### config.mk
export PLATFORM = sky130hd
export DESIGN_NAME = img_loader
export DESIGN_NICKNAME = d
export VERILOG_FILES = /design/src/rtl/img_pkg.sv /design/src/rtl/img_loader.sv
export SDC_FILE = /design/constraint.sdc
export NUM_CORES = 1
export LEC_CHECK = 0
export BUFFER_PORTS_ARGS = -buffer_cell sky130_fd_sc_hd__buf_2
export CORE_MARGIN = 2
export CORE_UTILIZATION = 35
export DETAILED_ROUTE_END_ITERATION = 8
export PLACE_DENSITY = 0.5
export SYNTH_ARGS = -nofsm -noshare
export SYNTH_HDL_FRONTEND = slang
export SYNTH_SLANG_ARGS = --single-unit
### constraint.sdc
create_clock -name clk -period 9.02 [get_ports clk]
set_input_delay 1.804 -clock clk [delete_from_list [all_inputs] [get_ports clk]]
set_output_delay 1.804 -clock clk [all_outputs]
set_load 0.02 [all_outputs]
### src/rtl/img_pkg.sv
// Shared definitions for the image path: loader FSM states and header byte offsets.
// The optional checksum trailer (macro IMG_LOADER_CHECKSUM_EN) adds the ST_CHECK state.
package img_pkg;

  localparam int HDR_WIDTH_HI  = 0;
  localparam int HDR_WIDTH_LO  = 1;
  localparam int HDR_HEIGHT_HI = 4;
  localparam int HDR_HEIGHT_LO = 5;
  localparam int HDR_LEN       = 16;

  typedef enum logic [2:0] {
    ST_IDLE,
    ST_HEADER,
    ST_SIZE,
    ST_PIXELS,
`ifdef IMG_LOADER_CHECKSUM_EN
    ST_CHECK,
`endif
    ST_DONE,
    ST_ERROR
  } loader_state_e;

endpackage

### src/rtl/img_loader.sv
// Streams one image file (header + grayscale pixels) into display RAM and validates its size.
// Optional XOR trailer check is enabled by defining IMG_LOADER_CHECKSUM_EN.
module img_loader
  import img_pkg::*;
#(
  parameter int ADDR_W       = 18,
  parameter int MEM_DEPTH    = 262144,
  parameter int BASE_ADDRESS = HDR_LEN
) (
  input  logic              clk,
  input  logic              rst,
  input  logic              start,
  input  logic [7:0]        in_data,
  input  logic              in_valid,
  output logic              in_ready,
  output logic [ADDR_W-1:0] wraddress,
  output logic [7:0]        wrdata,
  output logic              wren,
  output logic              busy,
  output logic              done,
  output logic              error,
  output logic [15:0]       img_width,
  output logic [15:0]       img_height
);

  localparam int CNT_W = ADDR_W + 1;

  loader_state_e    state, state_nx;
  logic [CNT_W-1:0] count;
  logic [31:0]      remaining;
  logic [7:0]       width_hi, height_hi;
  logic [31:0]      area;
  logic [32:0]      total;
  logic             size_bad;
  logic             accept;
  logic             start_ok;
  logic             store;
`ifdef IMG_LOADER_CHECKSUM_EN
  logic [7:0]       xor_acc;
`endif

  // Full-width product so oversize images cannot alias into range.
  always_comb begin
    area     = 32'(img_width) * 32'(img_height);
    total    = {1'b0, area} + 33'(BASE_ADDRESS);
    size_bad = (img_width == 16'd0) || (img_height == 16'd0) || (total > 33'(MEM_DEPTH));
  end

  always_comb begin
    in_ready = 1'b0;
    busy     = 1'b0;
    done     = 1'b0;
    error    = 1'b0;
    start_ok = 1'b0;
    store    = 1'b0;
    unique case (state)
      ST_IDLE:   start_ok = start;
      ST_HEADER: begin in_ready = 1'b1; busy = 1'b1; store = 1'b1; end
      ST_SIZE:   busy = 1'b1;
      ST_PIXELS: begin in_ready = 1'b1; busy = 1'b1; store = 1'b1; end
`ifdef IMG_LOADER_CHECKSUM_EN
      ST_CHECK:  begin in_ready = 1'b1; busy = 1'b1; end
`endif
      ST_DONE:   begin done = 1'b1; start_ok = start; end
      ST_ERROR:  begin error = 1'b1; start_ok = start; end
      default:   ;
    endcase
    accept = in_valid && in_ready;
  end

  always_comb begin
    state_nx = state;
    unique case (state)
      ST_IDLE, ST_DONE, ST_ERROR:
        if (start) state_nx = ST_HEADER;
      ST_HEADER:
        if (accept && count == CNT_W'(BASE_ADDRESS - 1)) state_nx = ST_SIZE;
      ST_SIZE:
        state_nx = size_bad ? ST_ERROR : ST_PIXELS;
      ST_PIXELS:
        if (accept && remaining == 32'd1) begin
`ifdef IMG_LOADER_CHECKSUM_EN
          state_nx = ST_CHECK;
`else
          state_nx = ST_DONE;
`endif
        end
`ifdef IMG_LOADER_CHECKSUM_EN
      ST_CHECK:
        if (accept) state_nx = (in_data == xor_acc) ? ST_DONE : ST_ERROR;
`endif
      default:
        state_nx = ST_IDLE;
    endcase
  end

  always_ff @(posedge clk or posedge rst) begin
    if (rst) state <= ST_IDLE;
    else     state <= state_nx;
  end

  // Write port, byte counter, header decode and pixel countdown.
  always_ff @(posedge clk or posedge rst) begin
    if (rst) begin
      wraddress  <= '0;
      wrdata     <= '0;
      wren       <= 1'b0;
      count      <= '0;
      remaining  <= '0;
      width_hi   <= '0;
      height_hi  <= '0;
      img_width  <= '0;
      img_height <= '0;
`ifdef IMG_LOADER_CHECKSUM_EN
      xor_acc    <= '0;
`endif
    end else begin
      wren <= 1'b0;
      if (start_ok) begin
        count      <= '0;
        img_width  <= '0;
        img_height <= '0;
`ifdef IMG_LOADER_CHECKSUM_EN
        xor_acc    <= '0;
`endif
      end
      if (accept && store) begin
        wraddress <= count[ADDR_W-1:0];
        wrdata    <= in_data;
        wren      <= 1'b1;
        count     <= count + 1'b1;
      end
      if (accept && state == ST_HEADER) begin
        if (count == CNT_W'(HDR_WIDTH_HI))  width_hi   <= in_data;
        if (count == CNT_W'(HDR_WIDTH_LO))  img_width  <= {width_hi, in_data};
        if (count == CNT_W'(HDR_HEIGHT_HI)) height_hi  <= in_data;
        if (count == CNT_W'(HDR_HEIGHT_LO)) img_height <= {height_hi, in_data};
      end
      if (state == ST_SIZE && !size_bad) remaining <= area;
      if (accept && state == ST_PIXELS) begin
        remaining <= remaining - 32'd1;
`ifdef IMG_LOADER_CHECKSUM_EN
        xor_acc   <= xor_acc ^ in_data;
`endif
      end
    end
  end

endmodule
==> impl_metrics.py <==
metrics = {
    "placement": {
        "gp_congestion": 0.8385,
        "preCtsSetupSlack_ns": 0.4907,
        "dpl.hpwl_um": 33450,
        "placed_cell_area_mm2": 0.01642,
        "port_buffers": 74,
    },
    "yosys": {
        "yosysSeqAreaShare_pct": 20.81,
        "yosys_most_used_dff": "dfrtp_1",
        "synthCells": 1790,
        "synth_edf_count": 0,
        "netlist_area_mm2": 0.01551,
        "syn_avg_cell_area_um2": 8.664,
        "syn-num-nets": 2105,
        "yosysUniqueCellTypes": 85,
        "ys_seq_elements": 129,
        "ys_warn_count": 0,
        "synthArstFlopShare_pct": 100.0,
    },
    "timing": {
        "finalCritPeriodShare_pct": 92.78,
        "hold_violations": 0,
        "period_needed_ns": 8.368,
        "rsz0062_at_grt": "no",
        "setup_tns_ns": 0,
        "slew_viol_final": 0,
        "holdWs_ns": 0.4643,
        "fin_skew_ns": 0.01244,
        "setup_ws_ns": 0.6516,
        "worstMarginPinSlew_ns": 1.203,
        "relSlewSlack_pct": 19.83,
        "max_freq_mhz": 119.5,
        "setup_viol": 0,
    },
    "pwr": {
        "p_clk_share_pct": 35.3,
        "peakVddDrop_v": 0.0001068,
        "sw_frac_of_total_pct": 38.74,
        "leakage_uw": 0.008515,
        "p_int_uw": 1206,
        "power_density_mw_per_mm2": 115.8,
        "power.switching_uw": 762.4,
        "p_comb_share_pct": 23.1,
        "pwr-share-seq_pct": 41.5,
    },
    "cells_and_area": {
        "diodes": 0,
        "fin_nets": 2127,
        "fin_util_pct": 38.67,
        "area_delta_synth_final_pct": 9.552,
        "final_cell_mix": "345 x nand2_1, 247 x inv_1, 194 x fa_1",
        "layout_commonest_cell": "nand2_1",
        "fillers": 4565,
        "final_layout_size_suffix_gt1_share_pct": 9.989,
        "fin_area_mm2": 0.01699,
    },
    "die": {
        "rows": 77,
        "die-area_mm2": 0.04601,
        "die_h_um": 214.5,
        "core_region_area_mm2": 0.04393,
        "start_util_pct": 35.30,
        "pin_count": 75,
        "die_x_um": 214.5,
    },
    "drt": {
        "viasPerCell": 5.173,
        "wl_per_cell_um": 18.09,
        "drc_errors": 0,
        "routed_wl_um": 43660,
        "dr_total_vias": 12490,
        "drt_iter0_markers": 881,
        "drtPass1Iterations": 7,
        "drtAntennaViolNets": 0,
    },
    "critical_path": {
        "worstPathRequired_ns": 9.35,
        "start_kind": "register",
        "arrival_ns": 8.70,
        "r2r-start": "img_width[6]$_DFF_PP0_",
        "worstPathMaxFanout": 19,
        "worstSetupStartpoint": "img_width[6]$_DFF_PP0_",
        "crit_path_end_kind": "register",
        "r2r_setup_slack_ns": 0.65,
        "crit_type": "reg -> reg",
    },
    "global_routing": {
        "grt_max_degree": 73,
        "grt_pass1_wl_um": 71530,
        "grt_pass1_vias": 12620,
        "grt.overflow.total": 0,
        "antenna_found_initial": 0,
        "grt_use_total_pct": 19.57,
    },
    "clock_network": {
        "clk_pin_slew_ns": 0.06,
        "postCtsHoldBufs": 0,
        "cts.path.max_buffers": 2,
        "h-tree-depth": 4,
        "worstSkewPairLatency_ns": 0.45,
        "cts_root_buf": "clkbuf_16",
        "cts_buffers": 17,
        "cts_tree": "done",
        "clock_sinks": 129,
    },
    "min_path": {
        "hp-start": "height_hi[7]$_DFFE_PP0P_",
        "hold_path_class": "reg -> reg",
    },
    "job": {
        "maxCapViolCount": 0,
    },
    "status": {
        "status": "finished, final reports clean",
    },
}
==> cell families (layout without fill, tap and decap cells) <==
logic type / count (synthesis) / in the layout / synth area share [%]
mux: 23 / 23 / 1.622
xor+xnor: 31 / 31 / 1.799
fa+ha+maj: 303 / 303 / 33.84
compound gates: 215 / 215 / 10.04
flops: 129 / 129 / 20.81
buf+inv: 348 / 380 / 8.745
simple gates: 741 / 741 / 23.14
==> metal layers <==
layer	part of all wire, %	vias to the layer above	GRT usage, %
met5	0	-	0
li1	-	5832	-
met1	47	6338	28.09
met3	4.6	38	2.879
met2	47	280	31.40
met4	1.2	0	4.120
==> per-stage QoR <==
step | cells | total power, uW
after global routing | 2414 | 2062
after CTS | 2414 | 1989
after floorplan | 1790 | 1041
after detailed placement | 2385 | 1284
final | 2414 | 1968
after global placement | 2385 | 1278
==> critical path: stages (launching register included) <==
cell and delay [ns]:
dfrtp_1 0.75, and2_1 0.37, fa_1 0.51, inv_1 0.07, fa_1 0.58, fa_1 0.44, fa_1 0.50, inv_1 0.06
fa_1 0.55, inv_1 0.06, fa_1 0.53, inv_1 0.04, ha_1 0.38, a21oi_1 0.42, o221ai_1 0.22, a41oi_4 0.35
o21ai_0 0.17, xor2_1 0.39, nand4_1 0.23, nor4_1 0.48, and2b_1 0.27, o2111ai_4 0.28, o311ai_0 0.40, o21ba_1 0.19
==> power groups by stage <==
stage	sequential, uW	clock, uW	combinational (uW)
global placement	823	0	455
floorplan	771	0	270
detailed placement	827	0	457
global route	831	736	495
finish	817	696	455
CTS	818	713	458
==> timing repair <==
item | CTS | global route
endpoints found under the setup margin | 0 | 1
setup buffers | 0 | 0
gates resized for setup | 0 | 1
==> flip-flops by register name (all words and copies together), names as in the netlist <==
signal / flops
wrdata: 8
remaining: 32
img_height: 16
count: 19
wraddress: 18
state: 3
img_width: 16
wren: 1
height_hi: 8
width_hi: 8
==> final timing paths <==
| kind | endpoint | depth (start not counted) |
|---|---|---|
| min | img_height[15]$_DFF_PP0_ | 2 |
| max reg2reg | remaining[2]$_DFFE_PP0P_ | 23 |
| max in group asynchronous | img_height[14]$_DFF_PP0_ | 3 |
| max | remaining[2]$_DFFE_PP0P_ | 23 |
| min in group asynchronous | wraddress[11]$_DFFE_PP0P_ | 2 |
| min reg2reg | img_height[15]$_DFF_PP0_ | 2 |
==> Yosys cell counts, types with 14 or more instances <==
| library cell | number | share of area, % |
|---|---|---|
| xor2_1 | 19 | 1.1 |
| inv_1 | 248 | 6.0 |
| o211ai_1 | 18 | 0.87 |
| dfrtp_1 | 129 | 21 |
| clkbuf_1 | 78 | 1.9 |
| o21ai_0 | 50 | 1.6 |
| and2_1 | 118 | 4.8 |
| nor4_1 | 21 | 0.85 |
| nand3_1 | 64 | 2.1 |
| mux2_2 | 17 | 1.2 |
| a211oi_1 | 17 | 0.82 |
| nand4_1 | 23 | 0.93 |
| nand2_1 | 345 | 8.4 |
| nor3_1 | 34 | 1.1 |
| or3_1 | 14 | 0.56 |
| a21oi_1 | 32 | 1.0 |
| ha_1 | 109 | 8.8 |
| fa_1 | 194 | 25 |
| nor2_1 | 55 | 1.3 |
==> cell type report <==
| cell class | instances | area [um^2] | area share [%] |
|---|---|---|---|
| clock buffers | 18 | 439.2 | 2.585 |
| clock inverters | 11 | 132.6 | 0.7806 |
| inverters | 248 | 933.4 | 5.494 |
| multi-input cells | 1313 | 10930 | 64.32 |
| flip-flops and latches | 129 | 3228 | 19.00 |
| well taps | 592 | 740.7 | 4.360 |
| repair buffers | 103 | 588.1 | 3.461 |
Note: power is estimated with default switching activity, not from simulation.
